### src/rtl/s_rca6_pkg.sv
// rtl/s_rca6_pkg.sv - shared widths and operand/sum types for the 6-bit signed ripple-carry adder
package s_rca6_pkg;
  localparam int RCA_W = 6;
  localparam int SUM_W = RCA_W + 1;

  typedef logic signed [RCA_W-1:0] operand_t;
  typedef logic signed [SUM_W-1:0] sum_t;
endpackage

### src/rtl/fa_cell.sv
// rtl/fa_cell.sv - one-bit full adder cell used as the ripple-chain element
module fa_cell (
  input  logic a,
  input  logic b,
  input  logic cin,
  output logic s,
  output logic cout
);
  logic p;

  assign p    = a ^ b;
  assign s    = p ^ cin;
  assign cout = (a & b) | (cin & p);
endmodule

### src/rtl/signed_rca6_adder.sv
// rtl/signed_rca6_adder.sv - registered 6-bit signed ripple-carry adder, full 7-bit sum
// Optional registered overflow flag output ovf under macro S_RCA6_OVF_EN.
module signed_rca6_adder
  import s_rca6_pkg::*;
(
  input  logic     clk,
  input  logic     rst,
  input  logic     in_valid,
  input  operand_t a,
  input  operand_t b,
`ifdef S_RCA6_OVF_EN
  output logic     ovf,
`endif
  output sum_t     out,
  output logic     out_valid
);
  logic [RCA_W:0]   c;
  logic [RCA_W-1:0] s;
  sum_t             sum_c;
  sum_t             out_d, out_q;
  logic             vld_d, vld_q;

  // Bit 0 behaves as a half adder because its carry-in is tied low.
  assign c[0] = 1'b0;

  for (genvar i = 0; i < RCA_W; i++) begin : g_chain
    fa_cell u_fa (
      .a    (a[i]),
      .b    (b[i]),
      .cin  (c[i]),
      .s    (s[i]),
      .cout (c[i+1])
    );
  end

  // Sign bit of the widened sum: sign-extend both operands, add the carry out.
  assign sum_c = {a[RCA_W-1] ^ b[RCA_W-1] ^ c[RCA_W], s};

  always_comb begin
    out_d = out_q;
    vld_d = 1'b0;
    if (in_valid) begin
      out_d = sum_c;
      vld_d = 1'b1;
    end
  end

  always_ff @(posedge clk) begin
    if (rst) begin
      out_q <= '0;
      vld_q <= 1'b0;
    end else begin
      out_q <= out_d;
      vld_q <= vld_d;
    end
  end

  assign out       = out_q;
  assign out_valid = vld_q;

`ifdef S_RCA6_OVF_EN
  logic ovf_d, ovf_q;

  always_comb begin
    ovf_d = ovf_q;
    if (in_valid) ovf_d = c[RCA_W-1] ^ c[RCA_W];
  end

  always_ff @(posedge clk) begin
    if (rst) ovf_q <= 1'b0;
    else     ovf_q <= ovf_d;
  end

  assign ovf = ovf_q;
`endif
endmodule

### config.mk
export PLATFORM = sky130hd
export DESIGN_NAME = signed_rca6_adder
export DESIGN_NICKNAME = d
export VERILOG_FILES = /design/src/rtl/s_rca6_pkg.sv /design/src/rtl/fa_cell.sv /design/src/rtl/signed_rca6_adder.sv
export SDC_FILE = /design/constraint.sdc
export NUM_CORES = 1
export LEC_CHECK = 0
export CORE_AREA = 2 2 39 41
export CTS_BUF_LIST = sky130_fd_sc_hd__clkbuf_8 sky130_fd_sc_hd__clkbuf_16
export DETAILED_ROUTE_END_ITERATION = 7
export DIE_AREA = 0 0 41 43
export MAX_ROUTING_LAYER = met4
export PLACE_DENSITY = 0.67
export SYNTH_ARGS = -nofsm -noshare
export SYNTH_HDL_FRONTEND = slang
export SYNTH_SLANG_ARGS = --single-unit
### constraint.sdc
create_clock -name clk -period 3.8 [get_ports clk]
set_clock_uncertainty 0.2 [all_clocks]
set_input_delay 0.95 -clock clk [delete_from_list [all_inputs] [get_ports clk]]
set_output_delay 0.95 -clock clk [all_outputs]
set_load 0.01 [all_outputs]
==> impl_metrics.json, run 1 <==
{
  "die_area_um2": 1760,
  "min_path_cells": 2,
  "detail_route.drc_violations": 0,
  "dr_wl_met3_um": 65,
  "finalSetupViolCount": 0,
  "max-clock-path-buffers": 2,
  "r2r_cells": 2,
  "start_util_pct": 31.9,
  "synth_top_family_by_area": "adder cells",
  "postSynthNetCount": 60,
  "timing.final.crit_period_ns": 3.69,
  "finalHoldViolations": 0,
  "yosysTopAreaCellShare_pct": 36.3,
  "synth_top_cell_by_area": "sky130_fd_sc_hd__dfxtp_1",
  "vias_per_cell": 4.17,
  "design.core.area_um2": 1380,
  "first_pass_iters": 2,
  "htreeDepth": 1,
  "fp.dieW_um": 41,
  "critical_path.most_common_cell": "sky130_fd_sc_hd__fa_1",
  "syn_to_final_growth_pct": 60.6,
  "clock_tree_from_tritoncts": "built",
  "cts_made_buffers": 3,
  "met1Wirelength_um": 324,
  "critical_path_class": "input port to flop",
  "timing.hold.worst.class": "flop to flop",
  "grt_max_degree": 11,
  "post_synth_xor_area_fraction_pct": 0,
  "relSlewSlack_pct": 66.3,
  "yosys.area_share.simple_pct": 7.93,
  "leakage_power_nw": 0.303,
  "p_per_area_nw_per_um2": 367,
  "synthesis.instances": 38,
  "clock-sinks": 8,
  "globalRouteOverflowTotal": 0,
  "ioPinCount": 23,
  "ff_to_ff_start": "out[6]$_SDFFE_PP0P_",
  "netlist_area_um2": 442,
  "vias": 321,
  "synth_top_cells_by_count": "8 x sky130_fd_sc_hd__dfxtp_1, 6 x sky130_fd_sc_hd__fa_1, 6 x sky130_fd_sc_hd__inv_1, 6 x sky130_fd_sc_hd__nor2_1, 5 x sky130_fd_sc_hd__mux2i_1",
  "die_y_um": 43,
  "slowest_delay_ns": 0.43,
  "layout_worst_path_cycle_share_pct": 97.1,
  "run_status": "finished, final reports clean",
  "antenna_found_initial": 0,
  "wire_per_inst_um": 10.4,
  "final_max_slew_viol_count": 0,
  "critical_path_cell_count": 11,
  "post_synth.cell_area_avg_um2": 11.6,
  "crit_path_max_fanout": 2,
  "crit_path_top_delay_cell": "sky130_fd_sc_hd__fa_1",
  "cts.root.buffer_cell": "sky130_fd_sc_hd__clkbuf_8",
  "dr.first_iter.drc_count": 2,
  "first_global_vias": 314,
  "synth_top_cells_by_area": "sky130_fd_sc_hd__dfxtp_1 36%, sky130_fd_sc_hd__fa_1 27%, sky130_fd_sc_hd__mux2i_1 11%",
  "synth_cell_types": 11,
  "routed_wl_um": 797,
  "drive_above_1_share_pct": 11.5,
  "power.ir.vdd_worst_v": 0.000314,
  "fillCellCount": 146,
  "finalNonFillerCells": 77,
  "worstSetupStartpoint": "a[0]",
  "clk_pin_slew_worst_paths_ns": 0.04,
  "synth.most_common_cell": "sky130_fd_sc_hd__dfxtp_1",
  "synth.yosys.seq_area_share_pct": 36.3,
  "num-nets-final": 85,
  "clkLatencyLatePin_ns": 0.22,
  "dp_cells": 74,
  "synth.area.mux_share_pct": 11.3,
  "num_rows": 14,
  "routed.top_layer": "met3",
  "worstPathBufferInverterCount": 3,
  "crit_path_cells": "clkdlybuf4s50_1 > ha_1 > fa_1 > fa_1 > inv_1 > fa_1 > inv_1 > fa_2 > fa_1 > mux2i_1 > nor2_1",
  "timing.hold.ws_ns": 0.290,
  "grt_pass1_wl_um": 1240,
  "buffer_ports.inserted": 22,
  "yosys.area_share.adder_pct": 30.0,
  "postSynth.topFlopCell": "sky130_fd_sc_hd__dfxtp_1",
  "insertedDiodeCount": 0,
  "synth_compound_gate_area_share_pct": 5.67,
  "gp_congestion": 0.711,
  "worst_ep_required_time_ns": 3.70,
  "critical_path.startpoint_type": "input port",
  "synth.ff_latch_count": 8,
  "met2_wirelength_um": 406,
  "drtAntennaViolNets": 0,
  "fin_tns_setup_ns": 0,
  "synth-edff-count": 0,
  "cts.hold.buffers_added": 0,
  "synth.yosys.warnings": 0,
  "tightestPinTransition_ns": 0.504,
  "maxClockFrequency_ghz": 0.271,
  "asyncSetResetFlopFracSynth_pct": 0,
  "cap_violations": 0,
  "rsz_0062_raised_after_global_routing": "false",
  "grt_usage_pct": 11.4,
  "end_kind": "flop",
  "critical_path_arrival_ns": 3.59,
  "critical-path-top-delay-family": "adder cells",
  "min_from": "out[4]$_SDFFE_PP0P_"
}
==> timing repair <==
item | in CTS | in global routing
buffers inserted | 0 | 0
endpoints found under the hold margin | 0 | 0
gates resized for setup | 0 | 1
endpoints found under the setup margin | 0 | 1
==> worst register-to-register path, delay by kind of cell, from the launching register on <==
family,cells,cell delay [ns]
AND/OR/NAND/NOR,1,0.04
flip-flops,1,0.33
AO/OA/AOI/OAI,1,0.19
==> through the flow <==
stage / total power, W / worst slack (ns) / area, µm² / utilization (%)
after floorplan: 0.000127 / 0.363 / 442 / -
after global placement: 0.000162 / -0.197 / 666 / 48.1
after detailed placement: 0.000163 / -0.217 / 666 / 48.1
after CTS: 0.000267 / 0.0233 / 707 / 51.1
after global routing: 0.000278 / 0.0437 / 709 / 51.3
final: 0.000260 / 0.111 / 709 / 51.3
==> metal layers <==
metal | vias to the layer above | track usage, %
met3 | 0 | 7.85
met5 | - | -
met4 | 0 | 2.00
li1 | 161 | -
met2 | 14 | 16.3
met1 | 146 | 13.1
==> kinds of logic (layout without fill, tap and decap cells) <==
| kind of cell | Yosys count | count (layout) |
|---|---|---|
| fa+ha+maj | 7 | 7 |
| mux | 5 | 5 |
| compound gates | 2 | 2 |
| flops | 8 | 8 |
| buf+inv | 8 | 31 |
| simple gates | 8 | 8 |
==> power breakdown <==
group / switching [W] / total (W) / internal, W
Sequential: 0.00000358 / 0.0000957 / 0.0000921
Clock: 0.0000314 / 0.0000999 / 0.0000685
Combinational: 0.0000258 / 0.0000648 / 0.0000390
Total: 0.0000608 / 0.000260 / 0.000200
==> worst paths after layout <==
check | endpoint | slack (ns)
max | out[5]$_SDFFE_PP0P_ | 0.11
min | out[4]$_SDFFE_PP0P_ | 0.29
max reg2reg | out[6]$_SDFFE_PP0P_ | 2.96
min reg2reg | out[4]$_SDFFE_PP0P_ | 0.29
==> cell usage in the layout, fill, tap and decap left out <==
cell / synthesis / final
sky130_fd_sc_hd__fa_1: 6 / 5
sky130_fd_sc_hd__nor2_2: 1 / 1
sky130_fd_sc_hd__clkbuf_8: 0 / 3
sky130_fd_sc_hd__inv_1: 6 / 6
sky130_fd_sc_hd__fa_2: 0 / 1
sky130_fd_sc_hd__dfxtp_1: 8 / 8
sky130_fd_sc_hd__ha_1: 1 / 1
sky130_fd_sc_hd__nor2b_1: 1 / 1
sky130_fd_sc_hd__mux2i_1: 5 / 5
sky130_fd_sc_hd__clkdlybuf4s50_1: 0 / 22
sky130_fd_sc_hd__a211oi_2: 2 / 2
sky130_fd_sc_hd__nor2_1: 6 / 6
==> registers in the layout (all words and copies together), names as in the netlist <==
register and flops:
out_valid 1, out 7
==> area by class of cell <==
cell class	instances	area [µm²]	area share, %
clock buffer	3	41.3	5.82
sequential	8	160	22.6
timing repair buffer	22	220	31.0
tap	16	20.0	2.82
multi-input combinational	22	245	34.6
inverter	6	22.5	3.17
Note: power is estimated with default switching activity, not from simulation.
==> run 2, diff against run 1 <==
Settings changed: MAX_ROUTING_LAYER met4 to unset.
==> impl_metrics.json, run 2 (synthesis gave the netlist of run 1 again) <==
{
  "run_status": "finished, final reports clean",
  "max-clock-path-buffers": 2,
  "clk_pin_slew_worst_paths_ns": 0.04,
  "vias": 321,
  "largest_reg_flops": 7,
  "htreeDepth": 1,
  "gp_congestion": 0.703,
  "routed_wl_um": 797,
  "grt_max_degree": 11,
  "clock_tree_from_tritoncts": "built",
  "cts.root.buffer_cell": "sky130_fd_sc_hd__clkbuf_8",
  "finalHoldViolations": 0,
  "fp.dieW_um": 41,
  "tightestPinTransition_ns": 0.505,
  "min_from": "out[4]$_SDFFE_PP0P_",
  "critical_path.startpoint_type": "input port",
  "maxClockFrequency_ghz": 0.271,
  "reg2reg_to": "out[6]$_SDFFE_PP0P_",
  "insertedDiodeCount": 0,
  "die_area_um2": 1760,
  "clock-sinks": 8,
  "dp_cells": 74,
  "cts_made_buffers": 3,
  "fin_total_pwr_w": 0.000260,
  "mostFrequentLayoutCell": "sky130_fd_sc_hd__clkdlybuf4s50_1",
  "ioPinCount": 23,
  "drive_above_1_share_pct": 11.5,
  "finalNonFillerCells": 77,
  "finalSetupViolCount": 0,
  "post_cts.repair.setup_buffers": 0,
  "first_global_vias": 314,
  "num-nets-final": 85,
  "power_switching_w": 0.0000608,
  "p_per_area_nw_per_um2": 367,
  "power_frac_clock_pct": 38.4,
  "worst_ep_required_time_ns": 3.70,
  "buffer_ports.inserted": 22,
  "final_max_slew_viol_count": 0,
  "vias_per_cell": 4.17,
  "relSlewSlack_pct": 66.2,
  "worst_slack_ns": 0.111,
  "netSwitchingFraction_pct": 23.3,
  "crit_path_max_fanout": 2,
  "antenna_found_initial": 0,
  "min_to": "out[4]$_SDFFE_PP0P_",
  "critical_path_class": "input port to flop",
  "rsz_0062_raised_after_global_routing": "false",
  "finalCoreUtilization_pct": 51.3,
  "wire_per_inst_um": 10.4,
  "dpl_worst_slack_ns": -0.217,
  "grt_pass1_wl_um": 1240,
  "critical_path_arrival_ns": 3.59,
  "r2r_cells": 2,
  "end_kind": "flop",
  "die_y_um": 43,
  "min_path_cells": 2,
  "drtAntennaViolNets": 0,
  "grt_usage_pct": 11.1,
  "start_util_pct": 31.9,
  "power.ir.vdd_worst_v": 0.000314,
  "power_frac_comb_pct": 24.9,
  "globalRouteOverflowTotal": 0,
  "mostFrequentLayoutCells": "22 x sky130_fd_sc_hd__clkdlybuf4s50_1, 8 x sky130_fd_sc_hd__dfxtp_1, 6 x sky130_fd_sc_hd__inv_1, 6 x sky130_fd_sc_hd__nor2_1",
  "intPower_w": 0.000200,
  "pwr-share-seq_pct": 36.8,
  "timing.final.crit_period_ns": 3.69,
  "clkLatencyLatePin_ns": 0.22,
  "timing.hold.worst.class": "flop to flop",
  "leakage_power_nw": 0.303,
  "syn_to_final_growth_pct": 60.6,
  "dr.first_iter.drc_count": 2,
  "layout_worst_path_cycle_share_pct": 97.1,
  "detail_route.drc_violations": 0,
  "cap_violations": 0,
  "worst-r2r-setup-slack_ns": 2.96,
  "ff_to_ff_start": "out[6]$_SDFFE_PP0P_",
  "num_rows": 14,
  "design.core.area_um2": 1380,
  "first_pass_iters": 2
}
==> run 2: cell counts in the layout (fill, tap and decap cells not counted) <==
Identical to the previous run, type by type.
==> run 2: metrics by stage <==
stage	hold slack, ns	cell area, µm²	TNS (ns)
final	0.290	709	0
after global routing	0.318	709	0
after CTS	0.299	707	0
after detailed placement	0.290	666	-0.366
after global placement	0.272	666	-0.312
after floorplan	0.316	442	0
==> run 2: critical path, stage by stage <==
cell and delay [ns]:
sky130_fd_sc_hd__clkdlybuf4s50_1 0.41, sky130_fd_sc_hd__ha_1 0.21, sky130_fd_sc_hd__fa_1 0.37, sky130_fd_sc_hd__fa_1 0.38, sky130_fd_sc_hd__inv_1 0.07, sky130_fd_sc_hd__fa_1 0.16, sky130_fd_sc_hd__inv_1 0.06, sky130_fd_sc_hd__fa_2 0.36
sky130_fd_sc_hd__fa_1 0.43, sky130_fd_sc_hd__mux2i_1 0.14, sky130_fd_sc_hd__nor2_1 0.05
==> run 2: what timing repair did <==
| action | CTS | global route |
|---|---|---|
| setup endpoints to repair | 0 | 1 |
| resized for setup | 0 | 1 |
| hold buffers | 0 | 0 |
==> run 2: worst max-delay path by stage <==
stage	endpoint	slack, ns	from
4_1_cts	out[5]$_SDFFE_PP0P_	0.02	a[0]
2_1_floorplan	out[5]$_SDFFE_PP0P_	0.36	a[0]
3_3_place_gp	out[5]$_SDFFE_PP0P_	-0.20	a[0]
6_report	out[5]$_SDFFE_PP0P_	0.11	a[0]
3_5_place_dp	out[5]$_SDFFE_PP0P_	-0.22	a[0]
5_1_grt	out[5]$_SDFFE_PP0P_	0.04	a[0]
==> run 2: power groups by stage <==
stage                     Clock [W]  Combinational (W)  Sequential, W
after floorplan                   0          0.0000264       0.000101
after global placement            0          0.0000648      0.0000970
after detailed placement          0          0.0000659      0.0000973
after CTS                  0.000104          0.0000662      0.0000960
after global routing       0.000109          0.0000724      0.0000967
final                     0.0000999          0.0000648      0.0000957
==> run 2: layout make-up <==
cell class,instances,area (µm²)
timing repair buffer,22,220
clock buffer,3,41.3
tap,16,20.0
fill,146,674
multi-input combinational,22,245
inverter,6,22.5
sequential,8,160
==> run 2: routing by layer <==
| layer | global-route usage, % | share of wire (%) | vias up |
|---|---|---|---|
| li1 | - | - | 161 |
| met1 | 12.8 | 40 | 146 |
| met2 | 16.3 | 51 | 14 |
| met3 | 8.38 | 9.4 | 0 |
| met4 | 2.00 | 0 | 0 |
| met5 | 0 | 0 | - |
==> run 3, diff against run 2 <==
Settings changed: GPL_TIMING_DRIVEN set to 0.
Clock period 3.8 ns to 4.2 ns, I/O delays scaled along.
==> impl_metrics.json, run 3 (synthesis gave the netlist of run 1 again) <==
{
  "worst_ep_required_time_ns": 4.12,
  "finalSetupViolCount": 0,
  "leakage_power_nw": 0.307,
  "finalCoreUtilization_pct": 50.8,
  "first_pass_iters": 1,
  "post_cts_resize_count": 0,
  "worst-r2r-setup-slack_ns": 3.38,
  "antenna_found_initial": 0,
  "num-nets-final": 85,
  "dpl_worst_slack_ns": 0.103,
  "critical_path.startpoint_type": "input port",
  "largest_reg_flops": 7,
  "dpl_cell_area_um2": 662,
  "timing.hold.worst.class": "flop to flop",
  "fin_tns_setup_ns": 0,
  "insertedDiodeCount": 0,
  "mostFrequentLayoutCell": "sky130_fd_sc_hd__clkdlybuf4s50_1",
  "finalHoldViolations": 0,
  "grt_max_degree": 11,
  "clk_pin_slew_worst_paths_ns": 0.04,
  "p_per_area_nw_per_um2": 341,
  "htreeDepth": 1,
  "dr.first_iter.drc_count": 0,
  "vias": 337,
  "num_rows": 14,
  "slowest_delay_ns": 0.44,
  "maxClockFrequency_ghz": 0.260,
  "die_y_um": 43,
  "syn_to_final_growth_pct": 59.2,
  "crit_path_max_fanout": 2,
  "rsz_0062_raised_after_global_routing": "false",
  "worst_slack_ns": 0.358,
  "min_path_cells": 2,
  "end_kind": "flop",
  "gp_congestion": 0.690,
  "run_status": "finished, final reports clean",
  "relSlewSlack_pct": 89.0,
  "cts.root.buffer_cell": "sky130_fd_sc_hd__clkbuf_8",
  "crit_path_cells": "clkdlybuf4s50_1 > ha_1 > fa_1 > fa_1 > inv_1 > fa_1 > inv_1 > fa_1 > fa_1 > mux2i_1 > nor2_1",
  "drtAntennaViolNets": 0,
  "clock_tree_from_tritoncts": "built",
  "final_max_slew_viol_count": 0,
  "layout.cell_area.non_filler_um2": 703,
  "buffer_ports.inserted": 20,
  "routed_wl_um": 892,
  "cts_made_buffers": 3,
  "globalRouteOverflowTotal": 0,
  "max-clock-path-buffers": 2,
  "critical_path_class": "input port to flop",
  "ioPinCount": 23,
  "cap_violations": 0,
  "vias_per_cell": 4.38,
  "r2r_cells": 2,
  "start_util_pct": 31.9,
  "layout_worst_path_cycle_share_pct": 91.5,
  "critical_path_cell_count": 11,
  "mostFrequentLayoutCells": "20 x sky130_fd_sc_hd__clkdlybuf4s50_1, 8 x sky130_fd_sc_hd__dfxtp_1, 6 x sky130_fd_sc_hd__inv_1, 6 x sky130_fd_sc_hd__nor2_1, 6 x sky130_fd_sc_hd__fa_1",
  "worstPathBufferInverterCount": 3,
  "tightestPinTransition_ns": 0.160,
  "first_global_vias": 365,
  "critical-path-top-delay-family": "adder cells",
  "critical_path.most_common_cell": "sky130_fd_sc_hd__fa_1",
  "crit_path_top_delay_cell": "sky130_fd_sc_hd__fa_1",
  "wire_per_inst_um": 11.6,
  "die_area_um2": 1760,
  "power.ir.vdd_worst_v": 0.000150,
  "design.core.area_um2": 1380,
  "drive_above_1_share_pct": 13.1,
  "grt_usage_pct": 12.6,
  "critical_path_arrival_ns": 3.76,
  "post_cts.repair.setup_buffers": 0,
  "timing.final.crit_period_ns": 3.84,
  "grt_pass1_wl_um": 1410,
  "clkLatencyLatePin_ns": 0.23,
  "detail_route.drc_violations": 0,
  "clock-sinks": 8,
  "cts.hold.buffers_added": 0,
  "fp.dieW_um": 41
}
==> run 3: cell count changes in the layout (fill, tap and decap cells not counted), sizes merged <==
cell           previous run  this run
clkbuf                    3         4
clkdlybuf4s50            22        20
buf                       0         1
==> run 3: layout make-up <==
type | instances | area [µm²]
fillers | 136 | 681
flip-flops and latches | 8 | 160
clock buffers | 3 | 41.3
well taps | 16 | 20.0
inverters | 6 | 22.5
multi-input cells | 22 | 243
plain buffers | 2 | 16.3
repair buffers | 20 | 200
==> run 3: path summary, 6_finish.rpt <==
kind	from	to
worst max-delay path	a[0]	out[5]$_SDFFE_PP0P_
worst min register to register	out[4]$_SDFFE_PP0P_	out[4]$_SDFFE_PP0P_
worst min-delay path	out[4]$_SDFFE_PP0P_	out[4]$_SDFFE_PP0P_
worst max register to register	out[6]$_SDFFE_PP0P_	out[6]$_SDFFE_PP0P_
==> run 3: per-layer routing <==
metal	up-vias	part of all wire [%]	track usage [%]
met1	163	39	13.6
met2	14	53	19.4
met5	-	0	0
met4	0	0	8.00
met3	0	7.8	4.71
li1	160	-	-
==> run 3: power breakdown <==
part	switching (W)	internal, W
combinational	0.0000236	0.0000349
sequential	0.00000350	0.0000833
clock	0.0000321	0.0000623
==> run 3: worst register-to-register path: stages, from the launching register on <==
cell and delay, ns:
sky130_fd_sc_hd__dfxtp_1 0.34, sky130_fd_sc_hd__nor2_2 0.04, sky130_fd_sc_hd__a211oi_2 0.17
==> run 3: metrics by stage <==
stage	hold WS (ns)	cells	power, W
floorplan	0.316	38	0.000115
global placement	0.275	74	0.000146
detailed placement	0.293	74	0.000147
CTS	0.298	77	0.000245
global route	0.317	77	0.000255
finish	0.292	77	0.000240
